[src/rtl/aq_mmu_utlb_refill_ctrl.sv]
// aq_mmu_utlb_refill_ctrl: sequences a single outstanding jTLB refill on a uTLB miss and pulses the victim entry update.
module aq_mmu_utlb_refill_ctrl #(
  parameter int ENTRY_NUM = 8,
  parameter int PTR_W     = 3
) (
  input  logic                 utlb_entry_clk,
  input  logic                 cpurst_b,
  input  logic                 utlb_lookup_req,
  input  logic [27:0]          utlb_req_vpn,
  input  logic [ENTRY_NUM-1:0] utlb_entry_hit_vec,
  input  logic [ENTRY_NUM-1:0] utlb_entry_vld_vec,
  input  logic                 cp0_mmu_satp_wen,
  input  logic                 tlboper_xx_clr,
  input  logic                 jtlb_utlb_grant,
  input  logic                 jtlb_utlb_done,
  input  logic                 jtlb_utlb_fault,
  output logic                 utlb_jtlb_req,
  output logic [27:0]          utlb_jtlb_vpn,
  output logic [ENTRY_NUM-1:0] utlb_entry_upd_vec,
  output logic                 utlb_miss_stall,
  output logic                 utlb_refill_fault
);
  typedef enum logic [2:0] {IDLE, REQ, WAIT, UPD, ABORT} state_t;
  localparam logic [ENTRY_NUM-1:0] ONE = 1;
  state_t state, state_nxt;
  logic [27:0] vpn_q;
  logic [PTR_W-1:0] rr_ptr, victim_q, inv_idx;
  logic miss, flush, any_inv, take_done;
  assign miss = utlb_lookup_req && !(|utlb_entry_hit_vec);
  assign flush = cp0_mmu_satp_wen || tlboper_xx_clr;
  assign any_inv = ~&utlb_entry_vld_vec;
  assign take_done = state == WAIT && jtlb_utlb_done && !flush;
  // lowest-index invalid entry wins: scan downward so the last hit is the lowest
  always_comb begin
    inv_idx = '0;
    for (int i = ENTRY_NUM - 1; i >= 0; i--)
      if (!utlb_entry_vld_vec[i]) inv_idx = PTR_W'(i);
  end
  always_comb begin
    state_nxt = state;
    case (state)
      IDLE:  state_nxt = miss && !flush ? REQ : IDLE;
      REQ:   state_nxt = flush ? (jtlb_utlb_grant ? ABORT : IDLE) : (jtlb_utlb_grant ? WAIT : REQ);
      WAIT:  state_nxt = flush ? ((jtlb_utlb_done || jtlb_utlb_fault) ? IDLE : ABORT)
                               : jtlb_utlb_done ? UPD : jtlb_utlb_fault ? IDLE : WAIT;
      UPD:   state_nxt = IDLE;
      ABORT: state_nxt = (jtlb_utlb_done || jtlb_utlb_fault) ? IDLE : ABORT;
      default: state_nxt = IDLE;
    endcase
  end
  assign utlb_jtlb_req = state == REQ;
  assign utlb_jtlb_vpn = vpn_q;
  assign utlb_entry_upd_vec = state == UPD ? ONE << victim_q : '0;
  assign utlb_miss_stall = state != IDLE || miss;
  assign utlb_refill_fault = state == WAIT && jtlb_utlb_fault && !jtlb_utlb_done && !flush;
  always_ff @(posedge utlb_entry_clk or negedge cpurst_b) begin
    if (!cpurst_b) begin
      state    <= IDLE;
      vpn_q    <= '0;
      rr_ptr   <= '0;
      victim_q <= '0;
    end else begin
      state <= state_nxt;
      if (state == IDLE && miss && !flush) vpn_q <= utlb_req_vpn;
      if (take_done) victim_q <= any_inv ? inv_idx : rr_ptr;
      if (take_done && !any_inv) rr_ptr <= rr_ptr + 1'b1;
    end
  end
endmodule
[config.mk]
export PLATFORM = sky130hd
export DESIGN_NAME = aq_mmu_utlb_refill_ctrl
export DESIGN_NICKNAME = d
export VERILOG_FILES = /design/src/rtl/aq_mmu_utlb_refill_ctrl.sv
export SDC_FILE = /design/constraint.sdc
export NUM_CORES = 1
export LEC_CHECK = 0
export BUFFER_PORTS_ARGS = -buffer_cell sky130_fd_sc_hd__buf_2
export CORE_MARGIN = 5
export CORE_UTILIZATION = 40
export DETAILED_ROUTE_END_ITERATION = 7
export HOLD_SLACK_MARGIN = 0.1
export PLACE_DENSITY = 0.87
export SYNTH_ARGS = -nofsm -noshare
export SYNTH_HDL_FRONTEND = slang
export SYNTH_SLANG_ARGS = --single-unit
[constraint.sdc]
create_clock -name utlb_entry_clk -period 1.61 [get_ports utlb_entry_clk]
set_input_delay 0 -clock utlb_entry_clk [delete_from_list [all_inputs] [get_ports utlb_entry_clk]]
set_output_delay 0 -clock utlb_entry_clk [all_outputs]
set_load 0.01 [all_outputs]
# ---- Yosys cells after proc, flatten, opt, wreduce, memory -nomap -nowiden
# Cells that the tools add are included.
dict set report totals {
  register_bits 37
  word_cells 49
}
dict set report op_classes {
  n_addsub 1
  eq_ne 4
  shift 1
  mux 19
  n_reduce_logical 20
}
# operator count
set ops {}
lappend ops {{$mux W3} 13}
lappend ops {{$pmux W3 S4} 1}
lappend ops {{$logic_and A1 B1 Y1} 10}
lappend ops {{$mux W8} 1}
lappend ops {{$reduce_and A8 Y1} 1}
lappend ops {{$reduce_or A8 Y1} 1}
lappend ops {{$shl A1 B3 Y8 const A} 1}
lappend ops {{$eq A3 B2 Y1 const B} 2}
lappend ops {{$mux W2} 3}
lappend ops {{$add A3 B1 Y3 const B} 1}
lappend ops {{$eq A3 B1 Y1 const B} 1}
lappend ops {{$eq A3 B3 Y1 const B} 1}
lappend ops {{$logic_not A1 Y1} 3}
lappend ops {{$logic_not A3 Y1} 1}
lappend ops {{$logic_or A1 B1 Y1} 3}
lappend ops {{$reduce_bool A3 Y1} 1}
lappend ops {{$mux W1} 1}

# ---- Logic depth before layout (Yosys ltp)
dict set report depth {
  word_depth 9
  ltp_mapped 6
  ltp_nobuf 4
}

# ---- Worst setup path before layout
# No wires, ideal clock.
dict set report synth_timing {
  path_kind {reg-to-reg}
  start {reg state[0]}
  end {reg vpn_q[10] (netlist: utlb_jtlb_vpn[10])}
  setup_ps 125
  arrival_time_ps 1661
  t_required_ps 1485
  path_slack_ps -176
  path_stages_with_launch 7
  synth_period_minus_slack_ps 1786
  cell_sequence {dfrtp_1 > buf_6 > or3_4 > nor4_4 > buf_6 > buf_12 > mux2_4}
}
dict set report synth_via {
  elab_chain_cells 3
}
# element line
set synth_rtl {}
lappend synth_rtl {{from (decl)} 25} ;# state_t state, state_nxt;
lappend synth_rtl {{from (signal assigned)} 63} ;# state <= state_nxt;
lappend synth_rtl {{$logic_not A3 Y1} 64} ;# if (state == IDLE && miss && !flush) vpn_q <= utlb_req_vpn;
lappend synth_rtl {{$logic_and A1 B1 Y1 (2 in series)} 64}
lappend synth_rtl {{to (signal assigned)} 64}
lappend synth_rtl {{to (decl)} 26} ;# logic [27:0] vpn_q;
# Every way passes these cells.
# A chain may end at the register's enable or synchronous reset.

# ---- Worst setup path after layout
dict set report layout_timing {
  start {reg state[0]}
  end {reg vpn_q[2] (netlist: utlb_jtlb_vpn[2])}
}
# Same word-level chain as after synthesis.

==> out/metrics.cfg <==
[worst_setup_path]
worst_setup_path_end_kind = register
path_class = register to register
cp.required_ps = 1780
worstPathMaxFanout = 17
start_kind = register
cp.arrival_ps = 1870

[floorplanning]
dieArea_um2 = 5780
start_util_pct = 40.6
dieHeight_um = 76.0
core-area_um2 = 4290
io-pin-count = 91
die_w_um = 76.0
placementRows = 24

[cts]
cts_tree = done
clockBufferDepth = 2
clock_latency_ps = 280
clk_pin_slew_ps = 80
cts_sinks = 37
root_buffer = clkbuf_8
htreeDepth = 2
cts_made_buffers = 5

[route]
viasPerCell = 4.87
wl_per_cell_um = 14.1
dr_total_vias = 1592
drc = 0
drt_iter0_drc = 46
drtPass1Iterations = 4
routed_wl_mm = 4.62
ant_nets = 0

[timing]
setup_violations = 28
rsz0062_at_grt = true
fmax_ghz = 0.590
period_share_pct = 105
skew_ps = 7.35
worst_pin_slew_ps = 306
hold_violations = 0
min_period_ps = 1690
maxSlewHeadroom_pct = 79.5
maxSlewViolCount = 0
timing.final.ws_setup_ps = -84.8

[finish]
synthToLayoutAreaGrowth_pct = 61.0
regArea_um2 = 928
nFillCells = 321
num_antenna_cells = 0
multi_input_area_um2 = 785
finish.instance_area_um2 = 2810
nNetsFinal = 327
stdcell_count = 327
fin_util_pct = 65.4
drive_above_1_share_pct = 52.4

[pwr]
pwr-share-comb_pct = 12.1
power_density_nw_per_um2 = 643
switching_share_pct = 23.3
power.internal_mw = 1.38
peakVddDrop_v = 0.000474
p_leak_nw = 1.49
clkPwrFrac_pct = 35.5
power_switching_uw = 421
seqPwrFrac_pct = 52.4

[synthesis]
syn-cell-area_um2 = 1740
syn_nets = 188
synth_cell_types = 35
synth-seq-cells = 37
seq_area_frac_synth_pct = 53.1
synthCells = 135
synth_area_per_cell_um2 = 12.9
yosys_warnings = 0

[min_path]
hold_path_class = input port to register

[grt]
antenna_found_initial = 0
grt_pass1_vias = 1705
grt_pass1_wl_mm = 7.80
grt_use_total_pct = 16.3
overflow = 0
grt_max_degree = 38

[run_status]
status = finished, violations left
violations = setup timing

[placed_design]
dp_hpwl_mm = 3.02
post-place-cells = 281
place_congestion = 0.762
io_buffer_count = 90
postPlaceCellArea_um2 = 2280
preCtsSetupSlack_ps = -83.1

[run]
cap_violations = 0

## registers in the layout, indices dropped and copies added, names as in the netlist
register	flops
rr_ptr	3
state	3
victim_q	3
utlb_jtlb_vpn	28
## synth_stat cells, drive strengths merged
cell type   n  area (um2)
nor4        5        61.3
nor2        9        33.8
inv         1        3.75
nor3        7        35.0
mux2       29         360
a21boi      1        7.51
nor2b       1        6.26
a21oi       1        5.00
nand3b      3        22.5
nand2b      5        31.3
nand3       3        15.0
nand2      10        37.5
a311oi      1        8.76
o21ai       2        10.0
a21o        1        7.51
nor4b       1        8.76
or3         1        11.3
o31ai       1        7.51
nand4       2        12.5
ha          1        12.5
o22ai       1        6.26
xnor2       1        8.76
buf         5        55.1
and4b       1        10.0
xor2        1        8.76
dfrtp      37         926
a31oi       1        6.26
nand4b      1        8.76
a211oi      1        7.51
o211ai      1        7.51
## kinds of logic (layout without fill, tap and decap cells)
family                     Yosys count  in the layout  synth area share (%)
adders and majority gates            1              1                 0.718
and+or+nand+nor                     49             49                  16.9
AOI/OAI and AO/OA                   11             11                  4.24
muxes                               29             29                  20.7
xor gates and xnor gates             2              2                  1.01
DFF                                 37             37                  53.1
buffers and inverters                6            146                  3.37
## power by group through the flow
stage,logic [mW],registers [mW],clock network [mW]
finish,0.219,0.944,0.640
global route,0.243,0.945,0.705
CTS,0.213,0.944,0.666
detailed placement,0.147,0.962,0
global placement,0.142,0.962,0
floorplan,0.0297,0.968,0
## metrics by stage
step / hold WS (ps) / TNS (ps) / total power [mW]
after floorplan: -296 / -3320 / 0.997
after global placement: -23.4 / -1250 / 1.10
after detailed placement: -13.6 / -1600 / 1.11
after CTS: -37.3 / -1650 / 1.82
after global routing: 116 / -3170 / 1.89
final: 113 / -1600 / 1.80
## placed cells by master (no fill, tap or decap), types with 2 or more instances in the layout
cell type,netlist,routed
nand2_1,10,10
buf_2,1,90
dfrtp_1,37,35
nor4_1,3,3
buf_6,2,3
mux2_2,20,17
nor3_1,7,7
nand3b_1,3,3
dfrtp_2,0,2
nand3_1,3,2
clkbuf_8,0,5
nand4_1,2,2
buf_12,1,2
dlygate4sd3_1,0,38
mux2_4,9,12
nor4_4,2,2
o21ai_0,2,2
nand2b_1,5,5
buf_4,1,4
nor2_1,9,8
## layer usage
metal  GRT usage (%)  share of wire, %  up-vias
li1                -                 -      765
met2            28.6                53       64
met3            5.91               6.8        9
met5               0                 0        -
met4            4.80               1.6        0
met1            18.3                39      754
## worst max-delay path, stage by stage (launching register included)
cell and delay [ps]:
dfrtp_1 380, or3_4 400, nor4_4 200, buf_6 240, mux2_2 360
## what timing repair did
action | in CTS | in global routing
resized for setup | 6 | 6
pin swaps | 0 | 2
hold endpoints to repair | 69 | 2
setup buffers | 1 | 0
gates cloned | 0 | 0
setup endpoints to repair | 33 | 38
hold buffers | 37 | 2
## layout make-up
cell class	instances	area share, %
Multi-Input combinational cell	92	28.0
Clock inverter	3	0.758
Inverter	1	0.134
Sequential cell	37	33.1
Clock buffer	5	2.45
Timing Repair Buffer	137	33.3
Tap cell	52	2.32
## path summary, 6_finish.rpt
check,start,endpoint,slack (ps),cells after the start
max reg2reg,state[0],utlb_jtlb_vpn[2],-80,4
min,utlb_entry_vld_vec[1],victim_q[1],110,4
min reg2reg,rr_ptr[2],rr_ptr[2],470,1
max in group asynchronous,cpurst_b,state[1],1210,3
max,state[0],utlb_jtlb_vpn[2],-80,4
min in group asynchronous,cpurst_b,utlb_jtlb_vpn[18],210,3
No activity file was read; power rests on OpenSTA's default activity.
